File: src/rtl/pe_result_collector_if.sv
// rtl/pe_result_collector_if.sv - PE-array frame input stream and tagged result-word output stream
interface pe_result_collector_if #(
  parameter int DATA_WIDTH = 16,
  parameter int NPE        = 16
);
  logic [DATA_WIDTH*NPE-1:0] pe_result_flat;
  logic                      pe_result_valid;
  logic                      pe_result_ready;
  logic [31:0]               res_data;
  logic                      res_valid;
  logic                      res_last;
  logic                      res_ready;

  modport slave (
    input  pe_result_flat, pe_result_valid, res_ready,
    output pe_result_ready, res_data, res_valid, res_last
  );

  modport master (
    output pe_result_flat, pe_result_valid, res_ready,
    input  pe_result_ready, res_data, res_valid, res_last
  );
endinterface

File: src/rtl/pe_result_collector.sv
// rtl/pe_result_collector.sv - snapshots a PE-array frame and serialises tagged lane results through a FIFO
module pe_result_collector #(
  parameter int DATA_WIDTH = 16,
  parameter int PE_ROWS    = 4,
  parameter int PE_COLS    = 4,
  parameter int FIFO_DEPTH = 16
) (
  input  logic                   clk,
  input  logic                   rst_n,
  pe_result_collector_if.slave   bus,
  output logic [7:0]             frame_count,
  output logic                   busy
);
  localparam int NPE = PE_ROWS * PE_COLS;
  localparam int AW  = $clog2(FIFO_DEPTH);
  localparam int CW  = AW + 1;

  typedef enum logic {S_IDLE, S_DRAIN} state_t;

  state_t                    state, state_next;
  logic [DATA_WIDTH*NPE-1:0] snap;
  logic [7:0]                frame_tag;
  logic [4:0]                idx;

  logic [32:0]               mem [FIFO_DEPTH];
  logic [AW-1:0]             wr_ptr, rd_ptr;
  logic [CW-1:0]             count;

  logic                      accept, push, pop, lane_last, fifo_full;
  logic [15:0]               lane16;
  logic [32:0]               push_word;

  assign fifo_full = (count == CW'(FIFO_DEPTH));
  assign lane_last = (idx == 5'(NPE - 1));
  assign pop       = (count != '0) && bus.res_ready;

  always_comb begin
    lane16                   = '0;
    lane16[DATA_WIDTH-1:0]   = snap[int'(idx)*DATA_WIDTH +: DATA_WIDTH];
  end

  // Bit 32 carries the end-of-frame flag alongside the 32-bit result word.
  assign push_word = {lane_last, lane16, 3'b000, frame_tag, idx};

  always_ff @(posedge clk or negedge rst_n) begin
    if (!rst_n) state <= S_IDLE;
    else        state <= state_next;
  end

  always_comb begin
    state_next = state;
    accept     = 1'b0;
    push       = 1'b0;
    case (state)
      S_IDLE: begin
        if (bus.pe_result_valid) begin
          accept     = 1'b1;
          state_next = S_DRAIN;
        end
      end
      S_DRAIN: begin
        // Fullness is judged at the start of the cycle; a same-cycle pop does not free a slot.
        if (!fifo_full) begin
          push = 1'b1;
          if (lane_last) state_next = S_IDLE;
        end
      end
      default: state_next = S_IDLE;
    endcase
  end

  always_ff @(posedge clk or negedge rst_n) begin
    if (!rst_n) begin
      snap        <= '0;
      frame_tag   <= '0;
      idx         <= '0;
      frame_count <= '0;
    end else if (accept) begin
      snap      <= bus.pe_result_flat;
      frame_tag <= frame_count;
      idx       <= '0;
    end else if (push) begin
      idx <= idx + 5'd1;
      if (lane_last) frame_count <= frame_count + 8'd1;
    end
  end

  always_ff @(posedge clk) begin
    if (push) mem[wr_ptr] <= push_word;
  end

  always_ff @(posedge clk or negedge rst_n) begin
    if (!rst_n) begin
      wr_ptr <= '0;
      rd_ptr <= '0;
      count  <= '0;
    end else begin
      if (push) wr_ptr <= wr_ptr + AW'(1);
      if (pop)  rd_ptr <= rd_ptr + AW'(1);
      case ({push, pop})
        2'b10:   count <= count + CW'(1);
        2'b01:   count <= count - CW'(1);
        default: count <= count;
      endcase
    end
  end

  assign bus.pe_result_ready = (state == S_IDLE);
  assign bus.res_valid       = (count != '0);
  assign bus.res_data        = bus.res_valid ? mem[rd_ptr][31:0] : 32'd0;
  assign bus.res_last        = bus.res_valid ? mem[rd_ptr][32]   : 1'b0;
  assign busy                = (state == S_DRAIN) || (count != '0);
endmodule

File: src/flat_wrapper.sv
// flat-port wrapper written by rule: the top's interface ports become plain ports
module pe_result_collector_flat 
#(
  parameter int DATA_WIDTH = 16,
  parameter int PE_ROWS    = 4,
  parameter int PE_COLS    = 4,
  parameter int FIFO_DEPTH = 16
)
  (clk, rst_n, frame_count, busy, bus_pe_result_flat, bus_pe_result_valid, bus_res_ready, bus_pe_result_ready, bus_res_data, bus_res_valid, bus_res_last);
  pe_result_collector_if #(.DATA_WIDTH(DATA_WIDTH), .NPE((16))) bus_i ();
  input  logic clk;
  input  logic rst_n;
  output logic [7:0] frame_count;
  output logic busy;
  input wire logic [$bits(bus_i.pe_result_flat)-1:0] bus_pe_result_flat;
  input wire logic [$bits(bus_i.pe_result_valid)-1:0] bus_pe_result_valid;
  input wire logic [$bits(bus_i.res_ready)-1:0] bus_res_ready;
  output wire logic [$bits(bus_i.pe_result_ready)-1:0] bus_pe_result_ready;
  output wire logic [$bits(bus_i.res_data)-1:0] bus_res_data;
  output wire logic [$bits(bus_i.res_valid)-1:0] bus_res_valid;
  output wire logic [$bits(bus_i.res_last)-1:0] bus_res_last;
  assign bus_i.pe_result_flat = bus_pe_result_flat;
  assign bus_i.pe_result_valid = bus_pe_result_valid;
  assign bus_i.res_ready = bus_res_ready;
  assign bus_pe_result_ready = bus_i.pe_result_ready;
  assign bus_res_data = bus_i.res_data;
  assign bus_res_valid = bus_i.res_valid;
  assign bus_res_last = bus_i.res_last;
  pe_result_collector #(.DATA_WIDTH(DATA_WIDTH), .PE_ROWS(PE_ROWS), .PE_COLS(PE_COLS), .FIFO_DEPTH(FIFO_DEPTH)) u_core (.clk(clk), .rst_n(rst_n), .bus(bus_i), .frame_count(frame_count), .busy(busy));
endmodule
File: config.mk
export PLATFORM = sky130hd
export DESIGN_NAME = pe_result_collector_flat
export DESIGN_NICKNAME = d
export VERILOG_FILES = /design/src/rtl/pe_result_collector_if.sv /design/src/rtl/pe_result_collector.sv /design/src/flat_wrapper.sv
export SDC_FILE = /design/constraint.sdc
export NUM_CORES = 1
export LEC_CHECK = 0
export ABC_AREA = 1
export BUFFER_PORTS_ARGS = -buffer_cell sky130_fd_sc_hd__buf_2
export CAP_MARGIN = 10
export CORE_UTILIZATION = 35
export CTS_CLUSTER_SIZE = 12
export DETAILED_ROUTE_END_ITERATION = 12
export HOLD_SLACK_MARGIN = 0.05
export PLACE_DENSITY = 0.51
export SLEW_MARGIN = 10
export SYNTH_ARGS = -nofsm -noshare
export SYNTH_HDL_FRONTEND = slang
export SYNTH_SLANG_ARGS = --single-unit
File: constraint.sdc
create_clock -name clk -period 4.6 [get_ports clk]
set_clock_uncertainty 0.1 [all_clocks]
set_input_delay 0.69 -clock clk [delete_from_list [all_inputs] [get_ports clk]]
set_output_delay 0.69 -clock clk [all_outputs]
set_load 0.1 [all_outputs]
==> results by group <==
Synth
  – Top cell type's share of synthesized area: 0.428
  – Register area share after synthesis: 0.644
  – #FFs+latches synth: 771
  – Top cells by area, synth: edfxtp_1 43%, dfrtp_1 22%, nand2_1 11%
  – Mapped Area: 0.0337 sq mm
  – Yosys top cell by area: edfxtp_1
  – Unique masters post-synth: 29
  – Warnings, synthesis: 0
  – Avg Cell Area, Syn: 9.82 sq um
  – Cells after Synth: 3433

Global routing
  – Largest net degree at the start of global routing: 180
  – Initial antenna violation count: 2
  – Number of global-route vias before repair: 23500
  – Gr ovfl total: 0
  – Global Route Usage Sum: 0.208
  – First-pass GRT wire length: 152000 um

Power
  – Max IR drop VDD: 0.445 mV
  – Pwr Density: 808 mW/mm^2
  – Leakage: 17.1 nW
  – Overall power: 31.7 mW

Timing
  – RSZ-0062 raised after global routing: false
  – Peak Freq: 0.251 GHz
  – Final Setup Violations: 0
  – Relative slew slack: 0.228
  – Slew @ Worst Pin: 1.16 ns
  – Slew Limit Fails: 0
  – Ratio of final minimum period to clock period: 0.865
  – Final Hold Vio Count: 0
  – Post-route minimum period: 3.98 ns
  – Setup TNS: 0 ns
  – PnR worst setup slack: 0.622 ns

Drt
  – Post-route ant nets: 0
  – Vias per Instance: 4.88
  – # DRC: 0
  – Initial DRC count: 2076
  – WL per Instance: 20.2 um
  – Via count: 24500
  – WL final: 102000 um
  – Pre-antenna DRT Iters: 5

CTS
  – Total CTS buffers: 87
  – CTS sink cnt: 771
  – CTS tree: yes
  – # Post-CTS Setup Buffers: 0
  – CTS Buffer Depth: 3
  – Clock transition at path regs: 0.06 ns
  – # resized after CTS: 0
  – Hold-fix buffers, CTS: 1
  – CTS Root Cell: clkbuf_16
  – Max H-tree Level: 3
  – Clk_lat worst skew: 0.67 ns

Setup path
  – Crit path launch type: flip-flop
  – CP arrival: 3.19 ns
  – Endpoint of the worst setup timing path: bus_res_data[11]
  – Crit path kind: reg -> out
  – Worst-path maximum fanout: 34
  – R2r setup slk: 1.67 ns
  – Critical Path RT: 3.81 ns
  – Critical R2R Capture: u_core.mem[9][18]$_DFFE_PP_
  – Worst reg-to-reg path cell count: 8
  – CP startpoint: u_core.rd_ptr[2]$_DFFE_PN0P_
  – Crit end category: output port
  – Worst R2R Start: u_core.idx[0]$_DFFE_PN0P_

Flow run
  – Max Cap Viol: 0

Cells and area
  – Layout Cells excl Fill: 5026
  – Area taken by multi-input logic gates: 0.00991 sq mm
  – Final antenna diode count: 0
  – Area Growth Syn to Fin: 16.4%
  – Final Util: 0.412
  – Register area: 0.0217 sq mm
  – Layout cell share with drive strength beyond 1: 0.155
  – Filler cell count: 9430
  – Layout net count: 3964

Hold path
  – Worst hold path class: in -> reg

Floorplan
  – I/O pins: 304
  – Core Rows: 113
  – Die width: 312 um
  – Die area: 0.0975 sq mm
  – Starting Density: 0.354
  – Die H: 312 um
  – Core ar.: 0.0952 sq mm

Place
  – Detail Placement HPWL: 61400 um
  – Dpl ws: 1.28 ns
  – Placed Cells: 4867
  – IO buf count: 300
  – Gp weighted congestion: 0.794

Run status
  – Status: completed
area by class of cell:
| class | instances | share of cell area |
|---|---|---|
| Sequential cell | 771 | 0.553 |
| Multi-Input combinational cell | 2192 | 0.252 |
| Clock buffer | 122 | 0.0617 |
| Timing Repair Buffer | 378 | 0.0573 |
| Tap cell | 1265 | 0.0403 |
| Inverter | 262 | 0.0252 |
| Clock inverter | 36 | 0.00979 |
kinds of logic (layout without fill, tap and decap cells):
kind of cell,count (synthesis),count (layout),synth area share
and+or+nand+nor,1835,1835,0.224
DFF,771,771,0.644
buffers and inverters,472,798,0.0666
AOI/OAI and AO/OA,280,280,0.0418
muxes,49,49,0.0164
xor gates and xnor gates,13,13,0.00338
adders and majority gates,12,12,0.00445
other,1,3,0.000111
power by group:
part	internal, mW	switching [mW]	total (mW)
sequential	10.3	0.855	11.2
combinational	3.35	10.3	13.6
clock	4.02	2.88	6.90
cell usage after synthesis:
cell type and instances:
inv_2 7, clkinv_1 2, conb_1 1, inv_1 252, o21ai_0 22, mux2_2 49, clkbuf_1 40, buf_2 100
nor2_2 2, a21o_1 1, inv_6 1, edfxtp_1 480, buf_1 9, nand2_2 1, xor2_1 11, nor2_1 330
o22ai_1 1, o21bai_1 1, ha_1 12, nor3_1 3, xnor2_1 2, dfrtp_1 291, nand4_1 2, buf_4 35
buf_6 24, nand2_1 993, buf_12 2, nand3_1 504, a21oi_1 255
per-layer routing:
layer / global-route usage / up-vias / share of wire
li1: - / 11800 / -
met1: 0.291 / 11900 / 0.45
met2: 0.332 / 687 / 0.47
met3: 0.0272 / 152 / 0.049
met4: 0.0723 / 2 / 0.031
met5: 0 / - / 0.000079
flip-flops by register name, summed over array words and instances, names as in the netlist:
register	flops
u_core.rd_ptr	4
u_core.wr_ptr	4
u_core.snap	256
u_core.idx	5
u_core.count	5
u_core.frame_count	8
u_core.state	1
u_core.frame_tag	8
u_core.mem	480
how the worst min path moves through the flow:
stage | start | endpoint | slack (ns) | cells past startpoint
finish | bus_pe_result_flat[36] | u_core.snap[36]$_DFFE_PN0P_ | 0.16 | 2
global route | bus_pe_result_flat[3] | u_core.snap[3]$_DFFE_PN0P_ | 0.14 | 2
CTS | bus_pe_result_flat[3] | u_core.snap[3]$_DFFE_PN0P_ | 0.12 | 2
detailed placement | u_core.snap[79]$_DFFE_PN0P_ | u_core.snap[79]$_DFFE_PN0P_ | 0.40 | 1
global placement | u_core.snap[79]$_DFFE_PN0P_ | u_core.snap[79]$_DFFE_PN0P_ | 0.39 | 1
floorplan | rst_n | u_core.count[0]$_DFFE_PN0P_ | 0.29 | 0
worst max-delay path, stage by stage (launching register included):
cell and delay (ns):
dfrtp_2 0.36, buf_4 0.49, buf_4 0.53, nand3_1 0.14, nand2_1 0.09, nand2_1 0.04, a21oi_1 0.36, buf_2 0.50
cells in the final DEF, fill, tap and decap left out, drive strengths merged, types with 2 or more instances in the layout:
cell type,Yosys,final
nand2,994,994
inv,260,266
nor2,332,332
dfrtp,291,291
a21oi,255,255
nand3,504,504
ha,12,12
xnor2,2,2
xor2,11,11
nand4,2,2
nor3,3,3
conb,1,3
mux2,49,49
edfxtp,480,480
o21ai,22,22
bufinv,0,6
buf,170,377
clkinv,2,25
clkbuf,40,122
stage by stage:
stage / instance area (sq um) / hold WS, ns
floorplan: 33700 / 0.294
global placement: 36400 / 0.389
detailed placement: 36400 / 0.395
CTS: 39200 / 0.124
global route: 39200 / 0.140
finish: 39200 / 0.161
Power figures use the tool's default switching activity.
